### config.mk
export PLATFORM = sky130hd
export DESIGN_NAME = cdc_word_responder
export DESIGN_NICKNAME = d
export VERILOG_FILES = /design/src/rtl/cdc_word_pkg.sv /design/src/rtl/cdc_bit_sync_arst.sv /design/src/rtl/cdc_word_responder.sv
export SDC_FILE = /design/constraint.sdc
export NUM_CORES = 1
export LEC_CHECK = 0
export BUFFER_PORTS_ARGS = -buffer_cell sky130_fd_sc_hd__buf_2
export CAP_MARGIN = 0
export CORE_MARGIN = 2
export CORE_UTILIZATION = 47
export DETAILED_ROUTE_END_ITERATION = 12
export GPL_TIMING_DRIVEN = 0
export PLACE_DENSITY = 0.75
export SLEW_MARGIN = 20
export SYNTH_ARGS = -nofsm -noshare
export SYNTH_HDL_FRONTEND = slang
export SYNTH_HIERARCHICAL = 1
export SYNTH_SLANG_ARGS = --single-unit
### constraint.sdc
create_clock -name clock -period 1.5 [get_ports clock]
set_input_delay 0.225 -clock clock [delete_from_list [all_inputs] [get_ports clock]]
set_output_delay 0.225 -clock clock [all_outputs]
set_load 0.02 [all_outputs]
### src/rtl/cdc_word_pkg.sv
// Shared types and constants for the level-toggle word-transfer endpoints.
package cdc_word_pkg;

    typedef enum logic {
        IDLE = 1'b0,
        FULL = 1'b1
    } cdc_word_state_t;

    localparam int CDC_SYNC_BASE_DEPTH = 2;

endpackage

### src/rtl/cdc_bit_sync_arst.sv
// Single-bit multi-flop synchronizer with asynchronous active-low reset.
module cdc_bit_sync_arst #(
    parameter int DEPTH = 2
) (
    input  logic clock,
    input  logic clear_n,
    input  logic async_bit,
    output logic synced_bit
);

    logic [DEPTH-1:0] sync_q;

    // NOTE: non-blocking assignments keep every stage sampling the old value of its
    // predecessor, which is what makes this a shift chain rather than a wire.
    always_ff @(posedge clock or negedge clear_n) begin
        if (!clear_n) begin
            sync_q <= '0;
        end else begin
            sync_q <= {sync_q[DEPTH-2:0], async_bit};
        end
    end

    assign synced_bit = sync_q[DEPTH-1];

endmodule

### src/rtl/cdc_word_responder.sv
// Receiving endpoint of the 2-phase toggle word link; presents words with ready/valid.
// Define CDC_WORD_RESPONDER_EARLY_ACK_EN to acknowledge on capture (allows no-bubble refill).
module cdc_word_responder
    import cdc_word_pkg::*;
#(
    parameter int WORD_WIDTH  = 8,
    parameter int EXTRA_DEPTH = 0,
    parameter int COUNT_WIDTH = 8
) (
    input  logic                   clock,
    input  logic                   clear_n,
    input  logic                   request_level,
    input  logic [WORD_WIDTH-1:0]  request_data,
    output logic                   acknowledge_level,
    output logic [WORD_WIDTH-1:0]  receiving_data,
    output logic                   receiving_data_valid,
    input  logic                   receiving_data_ready,
    output logic [COUNT_WIDTH-1:0] transfer_count
);

    localparam int SYNC_DEPTH = CDC_SYNC_BASE_DEPTH + EXTRA_DEPTH;

    logic            req_synced;
    logic            req_seen;
    logic            pending;
    cdc_word_state_t state;

    cdc_bit_sync_arst #(
        .DEPTH(SYNC_DEPTH)
    ) u_req_sync (
        .clock      (clock),
        .clear_n    (clear_n),
        .async_bit  (request_level),
        .synced_bit (req_synced)
    );

    // Level compare rather than edge detect: a request cannot be missed while busy.
    assign pending = (req_synced != req_seen);

    always_ff @(posedge clock or negedge clear_n) begin
        if (!clear_n) begin
            state                <= IDLE;
            req_seen             <= 1'b0;
            acknowledge_level    <= 1'b0;
            receiving_data       <= '0;
            receiving_data_valid <= 1'b0;
            transfer_count       <= '0;
        end else begin
            case (state)
                IDLE: begin
                    if (pending) begin
                        receiving_data       <= request_data;
                        req_seen             <= req_synced;
                        receiving_data_valid <= 1'b1;
                        state                <= FULL;
`ifdef CDC_WORD_RESPONDER_EARLY_ACK_EN
                        acknowledge_level    <= ~acknowledge_level;
`endif
                    end
                end
                FULL: begin
                    if (receiving_data_ready) begin
                        transfer_count <= transfer_count + COUNT_WIDTH'(1);
`ifdef CDC_WORD_RESPONDER_EARLY_ACK_EN
                        if (pending) begin
                            receiving_data    <= request_data;
                            req_seen          <= req_synced;
                            acknowledge_level <= ~acknowledge_level;
                        end else begin
                            receiving_data_valid <= 1'b0;
                            state                <= IDLE;
                        end
`else
                        // A request pending here is a sender violation; it stays pending.
                        acknowledge_level    <= ~acknowledge_level;
                        receiving_data_valid <= 1'b0;
                        state                <= IDLE;
`endif
                    end
                end
                default: state <= IDLE;
            endcase
        end
    end

endmodule
; ---- After elaboration in Yosys (flattened, before gate mapping)
; Cells that the tools add are included.
[totals]
ff_bits = 22
latch_bits = 0
ram_bits = 0
mem_bits_ro = 0
input_bits = 12
out_inout_bits = 18
word_cells = 22
mem_count = 0
[op_classes]
addsub = 1
mul = 0
div_mod_pow = 0
n_lt_le_gt_ge = 0
eq_ne = 3
shift = 0
n_mux = 6
bitwise_logic = 2
reduce_logical = 3
[ops]
columns = cell, count
row1 = $add 8x1->8 const B, 1
row2 = $reduce_and 2->1, 3
row3 = $mux 1, 4
row4 = $ne 2x2->1 const B, 2
row5 = $pmux 1 s2, 2
row6 = $not 1->1, 2
row7 = $ne 1x1->1, 1

; ---- Longest topological paths before layout
; Gate-level depths: netlist (run 1).
[logic_depth]
depth_word = 3
depth_mapped = 4
mapped_depth_nobuf = 4

; ---- By module
; The synthesis (run 1) kept the hierarchy.
[modules_own_cells]
columns = mod, n_inst, cells_each, area_each_um2
row1 = cdc_word_responder, 1, 56, 830.8
row2 = cdc_bit_sync_arst, 1, 2, 50.0

; ---- Worst setup path before layout (run 1)
; Ideal clock, no wire load.
[synth_path]
path_kind = register to register
from = register req_seen
to = register receiving_data[0]
setup_time_ns = 0.125
t_arrival_ns = 1.114
required_ns = 1.375
path_slack_ns = 0.261
path_stages_with_launch = 5
cell_sequence = dfrtp_1 -> xor2_1 -> and2b_1 -> buf_6 -> mux2_4
[synth_between]
elab_chain_cells = 2
[synth_rtl]
columns = item, line
row1 = from (decl), cdc_word_responder.sv:24  ; logic req_seen;
row2 = from (signal assigned), cdc_word_responder.sv:53  ; req_seen <= req_synced;
row3 = $ne 1x1->1, cdc_word_responder.sv:38  ; assign pending = (req_synced != req_seen);
row4 = $reduce_and 2->1 (no line), -
row5 = to (signal assigned), cdc_word_responder.sv:52  ; receiving_data <= request_data;
row6 = to (decl), cdc_word_responder.sv:15  ; output logic [WORD_WIDTH-1:0] receiving_data,
; No other way between the ends.
; A chain may end at the register's enable or synchronous reset.

; ---- Worst setup path in the final report (run 1)
[layout_path]
from = register req_seen
to = register receiving_data[3]
; The elaborated chain is that of the path after synthesis.

==> results of run 1 <==
==> cells in the final DEF, fill, tap and decap left out <==
master / Yosys / final
mux2_2: 2 / 2
buf_6: 1 / 1
nand3_1: 2 / 2
xor2_1: 6 / 6
nor4_2: 1 / 1
nor3_1: 2 / 2
nand2_1: 4 / 4
o21a_1: 1 / 1
nor2_1: 2 / 2
bufinv_16: 0 / 1
buf_2: 0 / 29
a21o_2: 1 / 1
mux2_4: 8 / 8
xnor2_1: 3 / 3
ha_1: 1 / 1
nand2_2: 1 / 1
dlygate4sd3_1: 0 / 2
dfrtp_1: 22 / 22
clkbuf_4: 0 / 3
and2b_1: 1 / 1
==> sequential cells by signal (all words and copies together) (netlist names) <==
name / cells
receiving_data_valid: 1
u_req_sync/sync_q: 2
state: 1
receiving_data: 8
acknowledge_level: 1
req_seen: 1
transfer_count: 8
==> power by group <==
group,switching (mW),leakage (nW),internal [mW]
Combinational,0.574,0.287,0.550
Clock,0.185,0.0279,0.270
Sequential,0.187,0.265,0.845
Total,0.945,0.581,1.66
==> layer usage <==
layer | up-vias | wire, um
li1 | 264 | -
met1 | 253 | 649
met2 | 19 | 653
met3 | 2 | 99
met4 | 0 | 9
met5 | - | 0
==> cell families (layout without fill, tap and decap cells) <==
| group | Yosys count | in the layout | share of synthesized area |
|---|---|---|---|
| AOI/OAI and AO/OA | 2 | 2 | 0.0185 |
| and+or+nand+nor | 13 | 13 | 0.0781 |
| DFF | 22 | 22 | 0.625 |
| buffers and inverters | 1 | 36 | 0.0128 |
| muxes | 10 | 10 | 0.162 |
| xor gates and xnor gates | 9 | 9 | 0.0895 |
| adders and majority gates | 1 | 1 | 0.0142 |
==> layout make-up <==
type,count,area [um^2],area share
clock buffer,3,22.5,0.0199
multi-input combinational,35,319,0.282
timing repair buffer,31,165,0.146
buffer,1,11.3,0.00997
tap,25,31.3,0.0277
clock inverter,1,30.0,0.0266
sequential,22,551,0.487
==> per-stage QoR <==
step,hold WS [ns],setup slack [ns]
floorplan,-0.0706,0.261
global placement,0.208,0.213
detailed placement,0.213,0.198
CTS,0.00481,0.172
global route,0.116,0.102
finish,0.139,0.186
==> worst paths after layout <==
path,startpoint,depth (start not counted),slack [ns],endpoint
worst max-delay path,req_seen,4,0.19,receiving_data[3]
worst min-delay path,request_data[4],2,0.14,receiving_data[4]
worst max register to register,req_seen,4,0.19,receiving_data[3]
worst min register to register,u_req_sync/sync_q[0],0,0.37,u_req_sync/sync_q[1]
max in group asynchronous,clear_n,2,0.79,receiving_data_valid
min in group asynchronous,clear_n,2,0.39,transfer_count[0]
==> impl_summary.txt, run 1 <==
----------------------------------------------------
[Status]
  Run status ... complete, no violations

[Global route]
  Remaining Overflow, GRT ... 0
  Overall Global Routing Usage ... 0.149
  Global-route wire length before repair ... 2190 um
  Met3 layer usage reported by global route ... 0.0500
  Met1 demand-to-capacity share in global routing ... 0.193
  Met2 routing resource usage after global routing ... 0.219
  Busiest layer in global routing ... met2
  Initial antenna violation count ... 0
  Pin count of the biggest net entering global routing ... 23
  Number of global-route vias before repair ... 504

[Floorplan]
  Die Y ... 47.3 um
  Overall die area ... 2240 um^2
  Total core area ... 1750 um^2
  Die X-Extent ... 47.3 um
  IO Count ... 30
  Total number of placement rows ... 15
  Effective utilization at floorplan ... 0.505

[Clock tree]
  Hold bufs inserted after CTS ... 1
  Setup Buffers After CTS ... 0
  Clock Sink Count ... 22
  Clock-pin slew reported for the worst setup and hold paths after clock tree synthesis ... 0.13 ns
  Clock root buffer ... clkbuf_4
  Clock insertion delay at the later pin of the skew report ... about 0.30 ns
  Maximum clock path buffer count ... 2
  TritonCTS clock tree ... built
  Number of CTS-inserted buffers ... 3
  PostCTS Resize Cnt ... 0
  H-tree depth ... 1

[STA]
  Post-layout minimum cycle time ... roughly 1.3 ns
  Final period utilization ... 0.876
  Max Fclk ... 761 MHz
  Setup repair after global routing missed its margin ... false
  Clock skew ... 0.00105 ns
  Final total negative setup slack ... 0 ns
  Worst-Margin Slew ... 0.470 ns
  Worst slew margin relative to its limit ... 0.687
  Hold violation count in the final report ... 0
  Setup violators final ... 0
  Max-slew violation total from the final report ... 0

[Worst hold path]
  HP Class ... in -> reg

[Logic synthesis]
  Proportion of netlist area held by the largest area contributor ... 0.625
  Area of the mapped netlist ... 881 um^2
  Most common cell in the synthesized netlist ... dfrtp_1
  Leading post-synthesis cells by cell area ... dfrtp_1 63%, mux2_4 14%, xor2_1 6.0%, xnor2_1 3.0%, mux2_2 2.6%
  Async S/R FF share, synth ... 1.00
  Distinct cells, synth ... 16
  Number of synthesized register bits ... 22
  Part of the Yosys area used for sequential elements ... 0.625
  Number of instances in the synthesized netlist ... 58
  Predominant post-synthesis flop cell ... dfrtp_1
  Number of warnings issued by yosys ... 6
  Post-synth EDFFs ... 0
  Cell taking the most area after synthesis ... dfrtp_1
  Top post-synthesis cells by count ... 22 x dfrtp_1, 8 x mux2_4, 6 x xor2_1
  Post-synthesis average cell area ... 15.2 um^2
  Net count after synthesis ... 71

[Critical path]
  Ordered list of cells on the worst path ... xor2_1 > and2b_1 > buf_6 > mux2_4
  Category of the worst setup path launch point ... flop
  Buffer and inverter count on the worst path ... 1
  Type of the worst setup path ... reg -> reg
  Worst-path maximum fanout ... 9
  Dominant delay contributor by cell family on the critical path ... flip-flops
  Required time of the worst setup path ... 1.71 ns
  Maximum single-stage delay on the critical path ... 0.41 ns
  Worst Path Arrival ... 1.52 ns
  Worst setup EP type ... flop
  Crit path max-delay cell type ... dfrtp_1

[Cells and area]
  Utilization after layout ... 0.647
  Share of cells above drive strength 1 ... 0.505
  Number of nets in the layout ... 107
  Inserted Diodes ... 0
  Fillers ... 146
  Finished layout cell area ... 1130 um^2
  Filler-free cell count of the finished design ... 118
  Area grow syn2layout ... 28.3%

[Power and ir drop]
  Cell area power density ... around 2300 nW/um^2
  VDD IR-drop max ... 1.24 mV
  Total Power ... roughly 2.6 mW
  Reported leakage power ... just under 0.6 nW

[Drt]
  Number of nets with antenna violations after routing ... 0
  Iter 0 DRT Violations ... 0
  Final routed wirelength across all metal layers ... 1410 um
  Overall via count from detail_route ... 538
  Iteration count of the initial detailed-routing pass ... 1
  Drt drc ... 0
  Per-cell via count in the routed design ... 4.56
  Post-DR wirelength/cell ... between 10 and 15 um

[Placed design]
  HPWL after detailed placement ... around 1000 um
  Number of buffers added on ports ... 29
  Routability congestion estimate ... 0.691
  Post-place instance area ... between 1000 and 1500 um^2
  Cell count after placement ... 112

[Job]
  Maximum Capacitance Violations ... 0

----------------------------------------------------
Power figures use the tool's default switching activity.
==> run 2: changes to the inputs <==
--- a/config.mk
+++ b/config.mk
@@ -7,6 +7,7 @@
 export LEC_CHECK = 0
 export BUFFER_PORTS_ARGS = -buffer_cell sky130_fd_sc_hd__buf_2
 export CAP_MARGIN = 0
+export CORE_ASPECT_RATIO = 0.8
 export CORE_MARGIN = 2
 export CORE_UTILIZATION = 47
 export DETAILED_ROUTE_END_ITERATION = 12
==> run 2 against run 1 <==
Net effect: count of clock-buffer cells in the layout is 1 higher; core utilization is 0.88 points higher; total power is 4.7% lower; sequential power hardly changed; setup slack worse by 0.045 ns; clock skew is 0.0059 ns higher; sequential share of layout area is 0.88 points higher; critical endpoint is now receiving_data[0]; largest power group unchanged.
==> impl_summary.txt, run 2 (synthesized netlist as in run 1, its figures left out) <==
----------------------------------------------------
[Clock tree]
  Clock root buffer ... clkbuf_4
  Setup Buffers After CTS ... 0
  Clock insertion delay at the later pin of the skew report ... 0.30 ns
  Clock-pin slew reported for the worst setup and hold paths after clock tree synthesis ... 0.11 ns
  Maximum clock path buffer count ... 2
  TritonCTS clock tree ... built
  Number of CTS-inserted buffers ... 3
  H-tree depth ... 1
  Clock Sink Count ... 22

[Global route]
  Busiest layer in global routing ... met2
  Met3 layer usage reported by global route ... 0.0810
  Number of global-route vias before repair ... 571
  Remaining Overflow, GRT ... 0
  Initial antenna violation count ... 0
  Met1 demand-to-capacity share in global routing ... 0.190
  Pin count of the biggest net entering global routing ... 23
  Overall Global Routing Usage ... 0.158
  Met2 routing resource usage after global routing ... 0.243
  Global-route wire length before repair ... 2530 um

[Critical path]
  CP Launch Point ... req_seen
  Startpoint of the lowest-slack register-to-register path ... req_seen
  Worst-path maximum fanout ... 9
  Capturing point of the worst reg2reg path ... receiving_data[0]
  Required time of the worst setup path ... roughly 1.7 ns
  Category of the worst setup path launch point ... flop
  Depth of the worst register-to-register path ... 4
  Worst setup EP type ... flop
  Maximum single-stage delay on the critical path ... between 0.4 and 0.5 ns
  Ordered list of cells on the worst path ... xor2_1 > and2b_1 > buf_6 > mux2_4
  Capturing element of the worst setup path ... receiving_data[0]
  Crit path max-delay cell type ... dfrtp_1
  Type of the worst setup path ... reg -> reg
  Worst Path Arrival ... 1.55 ns
  Setup slack on the worst flop-to-flop path ... 0.14 ns

[Power and ir drop]
  Net switching share of the total power ... 0.380
  Switching Power ... 945 uW
  Share of power burned in combinational logic ... 0.455
  Reg power frac ... 0.420
  Internal power component ... 1.54 mW
  Cell area power density ... 2240 nW/um^2
  VDD IR-drop max ... 1.13 mV
  Reported leakage power ... around 0.57 nW
  Clock Power Share ... 0.124

[Floorplan]
  Overall die area ... 2240 um^2
  Total number of placement rows ... 13
  Die X-Extent ... 52.4 um
  Die Y ... 42.7 um
  IO Count ... 30
  Effective utilization at floorplan ... 0.521
  Total core area ... 1690 um^2

[STA]
  Setup repair after global routing missed its margin ... false
  Max Fclk ... 736 MHz
  Clock skew ... 0.00699 ns
  Final total negative setup slack ... 0 ns
  Worst-Margin Slew ... 0.477 ns
  Setup violators final ... 0
  Post-layout minimum cycle time ... 1.36 ns
  Hold violation count in the final report ... 0
  Final period utilization ... 0.906
  Worst slew margin relative to its limit ... 0.682
  Max-slew violation total from the final report ... 0

[Placed design]
  HPWL after detailed placement ... 1070 um
  Routability congestion estimate ... around 0.71
  Number of buffers added on ports ... 29

[Status]
  Run status ... complete, no violations

[Drt]
  Final routed wirelength across all metal layers ... 1480 um
  Overall via count from detail_route ... 563
  Post-DR wirelength/cell ... approximately 13 um
  Iteration count of the initial detailed-routing pass ... 2
  Iter 0 DRT Violations ... 1
  Drt drc ... 0
  Number of nets with antenna violations after routing ... 0
  Per-cell via count in the routed design ... between 4 and 5

[Cells and area]
  Area grow syn2layout ... 26.0%
  Inserted Diodes ... 0
  Number of nets in the layout ... 107
  Regs by FF count ... receiving_data: 8 flops, transfer_count: 8 flops, u_req_sync/sync_q: 2 flops
  Most common cell after layout, fill and taps aside ... buf_2
  Leading cell types in the layout, fill and taps excluded ... 29 x buf_2, 22 x dfrtp_1, 8 x mux2_4, 6 x xor2_1, 4 x nand2_1
  Fillers ... 146
  Share of cells above drive strength 1 ... 0.505
  Utilization after layout ... 0.656

[Job]
  Maximum Capacitance Violations ... 0

[Worst hold path]
  HP Class ... in -> reg

----------------------------------------------------
-- run 2: changes by cell type in the layout (fill, tap and decap cells not counted) --
cell       previous run  this run
bufinv_16             1         0
clkbuf_8              0         1
-- run 2: worst max-delay path: cells and delay by family, from the launching register on --
kind,cells,cell delay (ns)
buffers and inverters,1,0.17
muxes,1,0.31
and+or+nand+nor,1,0.17
xor gates and xnor gates,1,0.19
DFF,1,0.42
-- run 2: power by group through the flow --
stage	clock network, mW	registers [mW]	logic [mW]
2_1_floorplan	0	1.31	0.540
3_3_place_gp	0	1.03	1.12
3_5_place_dp	0	1.06	1.14
4_1_cts	0.324	1.05	1.15
5_1_grt	0.359	1.08	1.22
6_report	0.309	1.05	1.13
-- run 2: stage by stage --
| stage | instances | area (um^2) | power (mW) | worst slack (ns) | hold WS (ns) |
|---|---|---|---|---|---|
| 4_1_cts | 114 | 1100 | 2.52 | 0.136 | 0.00999 |
| 2_1_floorplan | 58 | 881 | 1.85 | 0.261 | -0.0706 |
| 3_5_place_dp | 109 | 1050 | 2.19 | 0.170 | 0.212 |
| 3_3_place_gp | 109 | 1050 | 2.15 | 0.210 | 0.203 |
| 6_report | 115 | 1110 | 2.49 | 0.141 | 0.149 |
| 5_1_grt | 115 | 1110 | 2.66 | 0.0601 | 0.124 |
-- run 2: how the worst min path moves through the flow --
stage / endpoint / cells after the start / slack, ns / from
finish: receiving_data[7] / 2 / 0.15 / request_data[7]
global route: receiving_data[2] / 2 / 0.12 / request_data[2]
CTS: u_req_sync/sync_q[0] / 1 / 0.01 / request_level
detailed placement: transfer_count[4] / 1 / 0.21 / clear_n
global placement: transfer_count[0] / 1 / 0.20 / clear_n
floorplan: acknowledge_level / 0 / -0.07 / clear_n
-- run 2: repair_timing --
action,4_1_cts,5_1_grt
resized for setup,0,0
hold buffers,1,1
setup endpoints to repair,0,0
endpoints found under the hold margin,22,1
-- run 2: final cells by class --
type                    instances  area [um^2]  share of cell area
repair buffers                 31          165               0.149
well taps                      22         27.5              0.0248
clock buffers                   4         36.3              0.0327
plain buffers                   1         11.3              0.0101
multi-input cells              35          319               0.287
flip-flops and latches         22          551               0.496
-- run 2: routing by layer --
metal	part of all wire	vias to the layer above
li1	-	269
met1	0.45	271
met2	0.46	21
met3	0.084	2
met4	0.0061	0
met5	0	-
==> run 3: changes to the inputs <==
--- a/config.mk
+++ b/config.mk
@@ -5,14 +5,15 @@
 export SDC_FILE = /design/constraint.sdc
 export NUM_CORES = 1
 export LEC_CHECK = 0
+export ABC_AREA = 1
 export BUFFER_PORTS_ARGS = -buffer_cell sky130_fd_sc_hd__buf_2
 export CAP_MARGIN = 0
 export CORE_ASPECT_RATIO = 0.8
 export CORE_MARGIN = 2
-export CORE_UTILIZATION = 47
+export CORE_UTILIZATION = 48
 export DETAILED_ROUTE_END_ITERATION = 12
 export GPL_TIMING_DRIVEN = 0
-export PLACE_DENSITY = 0.75
+export PLACE_DENSITY = 0.76
 export SLEW_MARGIN = 20
 export SYNTH_ARGS = -nofsm -noshare
 export SYNTH_HDL_FRONTEND = slang
==> run 3 against run 2 <==
Net effect: core utilization fell by 2.8 points; register-to-register slack improved by 0.14 ns; count of clock-buffer cells in the layout did not move; design area rose by 5.1%; die area rose by 3.6%; wire length rose by 21%; via count rose by 26%; maximum frequency rose by 12%; sequential cell count did not move; sequential power barely moved; highest routed layer unchanged.
==> impl_summary.txt, run 3 <==
----------------------------------------------------
[Status]
  Run status ... complete, no violations

[Worst hold path]
  Hold-critical path depth ... 3
  HP Class ... in -> reg
  Endpoint with the worst hold slack ... receiving_data[4]
  Startpoint of the lowest-slack hold path ... request_data[4]

[Clock tree]
  PostCTS Resize Cnt ... 0
  Maximum clock path buffer count ... 2
  Clock-pin slew reported for the worst setup and hold paths after clock tree synthesis ... roughly 0.12 ns
  TritonCTS clock tree ... built
  Clock root buffer ... clkbuf_4
  Number of CTS-inserted buffers ... 3
  Hold bufs inserted after CTS ... 1
  H-tree depth ... 1
  Clock Sink Count ... 22
  Setup Buffers After CTS ... 0
  Clock insertion delay at the later pin of the skew report ... 0.31 ns

[Power and ir drop]
  Total Power ... 2.38 mW
  Switching Power ... 1.03 mW
  Cell area power density ... 2040 nW/um^2
  Reported leakage power ... between 0.6 and 0.7 nW
  Share of power burned in combinational logic ... 0.424
  VDD IR-drop max ... 1.47 mV
  Internal power component ... 1.35 mW
  Reg power frac ... 0.438
  Clock Power Share ... 0.138
  Net switching share of the total power ... 0.432

[Critical path]
  Worst setup EP type ... flop
  Required time of the worst setup path ... 1.71 ns
  Type of the worst setup path ... reg -> reg
  CP dominant cell by count ... nand2_1
  Depth of the worst register-to-register path ... 6
  Ordered list of cells on the worst path ... ha_1 > inv_1 > nor2_4 > nand2_1 > o21ai_0 > nand2_1
  Category of the worst setup path launch point ... flop
  Worst Path Arrival ... 1.43 ns
  Startpoint of the lowest-slack register-to-register path ... transfer_count[0]
  Capturing point of the worst reg2reg path ... transfer_count[6]
  Setup slack on the worst flop-to-flop path ... 0.28 ns
  Maximum single-stage delay on the critical path ... 0.44 ns
  Worst-path maximum fanout ... 5
  Crit path max-delay cell type ... dfrtp_1

[Logic synthesis]
  Top post-synthesis cells by count ... 25 x nand2_1, 22 x dfrtp_1, 17 x inv_1
  Leading post-synthesis cells by cell area ... dfrtp_1 59%, nand2_1 10%, inv_1 6.8%, o21ai_0 5.4%, nor2_1 2.8%
  Area of the mapped netlist ... slightly above 900 um^2
  Proportion of netlist area held by the largest area contributor ... 0.589
  Part of the Yosys area used for sequential elements ... 0.589
  Number of synthesized register bits ... 22
  Number of warnings issued by yosys ... 6
  Post-synth EDFFs ... 0
  Async S/R FF share, synth ... 1.00
  Net count after synthesis ... 111
  Distinct cells, synth ... 16
  Cell taking the most area after synthesis ... dfrtp_1
  Most common cell in the synthesized netlist ... nand2_1
  Predominant post-synthesis flop cell ... dfrtp_1
  Number of instances in the synthesized netlist ... 98
  Post-synthesis average cell area ... 9.54 um^2

[Cells and area]
  Most common cell after layout, fill and taps aside ... buf_2
  Utilization after layout ... 0.628
  Inserted Diodes ... 0
  Area grow syn2layout ... 24.8%
  Number of nets in the layout ... ~150
  Leading cell types in the layout, fill and taps excluded ... 29 x buf_2, 25 x nand2_1, 22 x dfrtp_1, 17 x inv_1, 10 x o21ai_0
  Finished layout cell area ... approximately 1200 um^2
  Regs by FF count ... receiving_data: 8 flops, transfer_count: 8 flops, u_req_sync/sync_q: 2 flops
  Share of cells above drive strength 1 ... 0.286

[Global route]
  Pin count of the biggest net entering global routing ... 23
  Remaining Overflow, GRT ... 0
  Initial antenna violation count ... 0
  Number of global-route vias before repair ... roughly 640
  Global-route wire length before repair ... 2960 um
  Overall Global Routing Usage ... 0.188

[Floorplan]
  Die Y ... 43.5 um
  Total number of placement rows ... 14
  Die X-Extent ... 53.3 um
  IO Count ... 30
  Total core area ... ~1900 um^2
  Overall die area ... 2320 um^2
  Effective utilization at floorplan ... 0.503

[Placed design]
  HPWL after detailed placement ... 1340 um
  Number of buffers added on ports ... 29
  Place WS ... about 0.30 ns
  Post-place instance area ... 1110 um^2
  Routability congestion estimate ... 0.775

[STA]
  Post-layout minimum cycle time ... between 1 and 1.5 ns
  Setup repair after global routing missed its margin ... false
  Worst slew margin relative to its limit ... 0.686
  Final period utilization ... 0.812
  Max Fclk ... 821 MHz
  Clock skew ... 0.00431 ns
  Final total negative setup slack ... 0 ns
  Setup violators final ... 0
  Min setup slack post-route ... roughly 0.28 ns
  Worst-Margin Slew ... around 0.47 ns
  Max-slew violation total from the final report ... 0
  Hold violation count in the final report ... 0

[Drt]
  Drt drc ... 0
  Final routed wirelength across all metal layers ... 1800 um
  Iteration count of the initial detailed-routing pass ... 4
  Overall via count from detail_route ... about 700
  Number of nets with antenna violations after routing ... 0
  Iter 0 DRT Violations ... 16
  Post-DR wirelength/cell ... 11.5 um
  Per-cell via count in the routed design ... 4.52

[Job]
  Maximum Capacitance Violations ... 0

----------------------------------------------------
==> run 3: cell types whose count changed after synthesis, sizes merged, moves of 2 or more <==
cell and delta:
xor2 -4, mux2 -9, nand3 +3, nand2 +21, nor2 +6, inv +17, o21ai +10, nor3 -2
==> run 3: cells by family (layout without fill, tap and decap cells) <==
family	count (synthesis)	after routing	synth area share
adder cells (fa/ha/maj)	1	1	0.0134
buffers and inverters	18	53	0.0803
AO/OA/AOI/OAI	11	11	0.0589
flip-flops	22	22	0.589
multiplexers	1	1	0.0120
XOR/XNOR	5	5	0.0469
AND/OR/NAND/NOR	40	40	0.199
==> run 3: worst max-delay path by stage <==
stage,to,start,slack [ns],cells after the start
6_report,transfer_count[6],transfer_count[0],0.28,6
5_1_grt,transfer_count[6],transfer_count[0],0.15,6
4_1_cts,transfer_count[6],transfer_count[0],0.28,6
3_5_place_dp,transfer_count[6],transfer_count[0],0.30,6
3_3_place_gp,transfer_count[6],transfer_count[0],0.34,6
2_1_floorplan,transfer_count[6],transfer_count[0],0.28,6
==> run 3: power by group through the flow <==
stage / sequential, mW / clock, mW / combinational (mW)
after floorplan: 1.29 / 0 / 0.422
after global placement: 1.04 / 0 / 0.985
after detailed placement: 1.05 / 0 / 1.02
after CTS: 1.04 / 0.331 / 1.02
after global routing: 1.08 / 0.359 / 1.12
final: 1.04 / 0.329 / 1.01
==> run 3: metrics by stage <==
step / cells / hold WS, ns
2_1_floorplan: 98 / -0.0706
3_3_place_gp: 151 / 0.209
3_5_place_dp: 151 / 0.205
4_1_cts: 156 / 0.00268
5_1_grt: 157 / 0.143
6_report: 157 / 0.136
==> run 3: critical path, delay by kind of cell (launching register included) <==
family / cells / cell delay [ns]
compound gates: 1 / 0.16
flops: 1 / 0.44
fa+ha+maj: 1 / 0.17
simple gates: 3 / 0.29
buf+inv: 1 / 0.06
==> run 3: cell type report <==
cell class	count	area, um^2
clock buffer	4	36.3
multi-input combinational	58	309
sequential	22	551
inverter	17	63.8
tap	24	30.0
buffer	1	11.3
fill	175	691
timing repair buffer	31	165
==> run 3: per-layer routing <==
metal | up-vias | share of wire | track usage
li1 | 368 | - | -
met4 | 0 | 0.032 | 0.118
met2 | 13 | 0.50 | 0.299
met5 | - | 0 | 0
met3 | 6 | 0.036 | 0.0621
met1 | 323 | 0.43 | 0.219
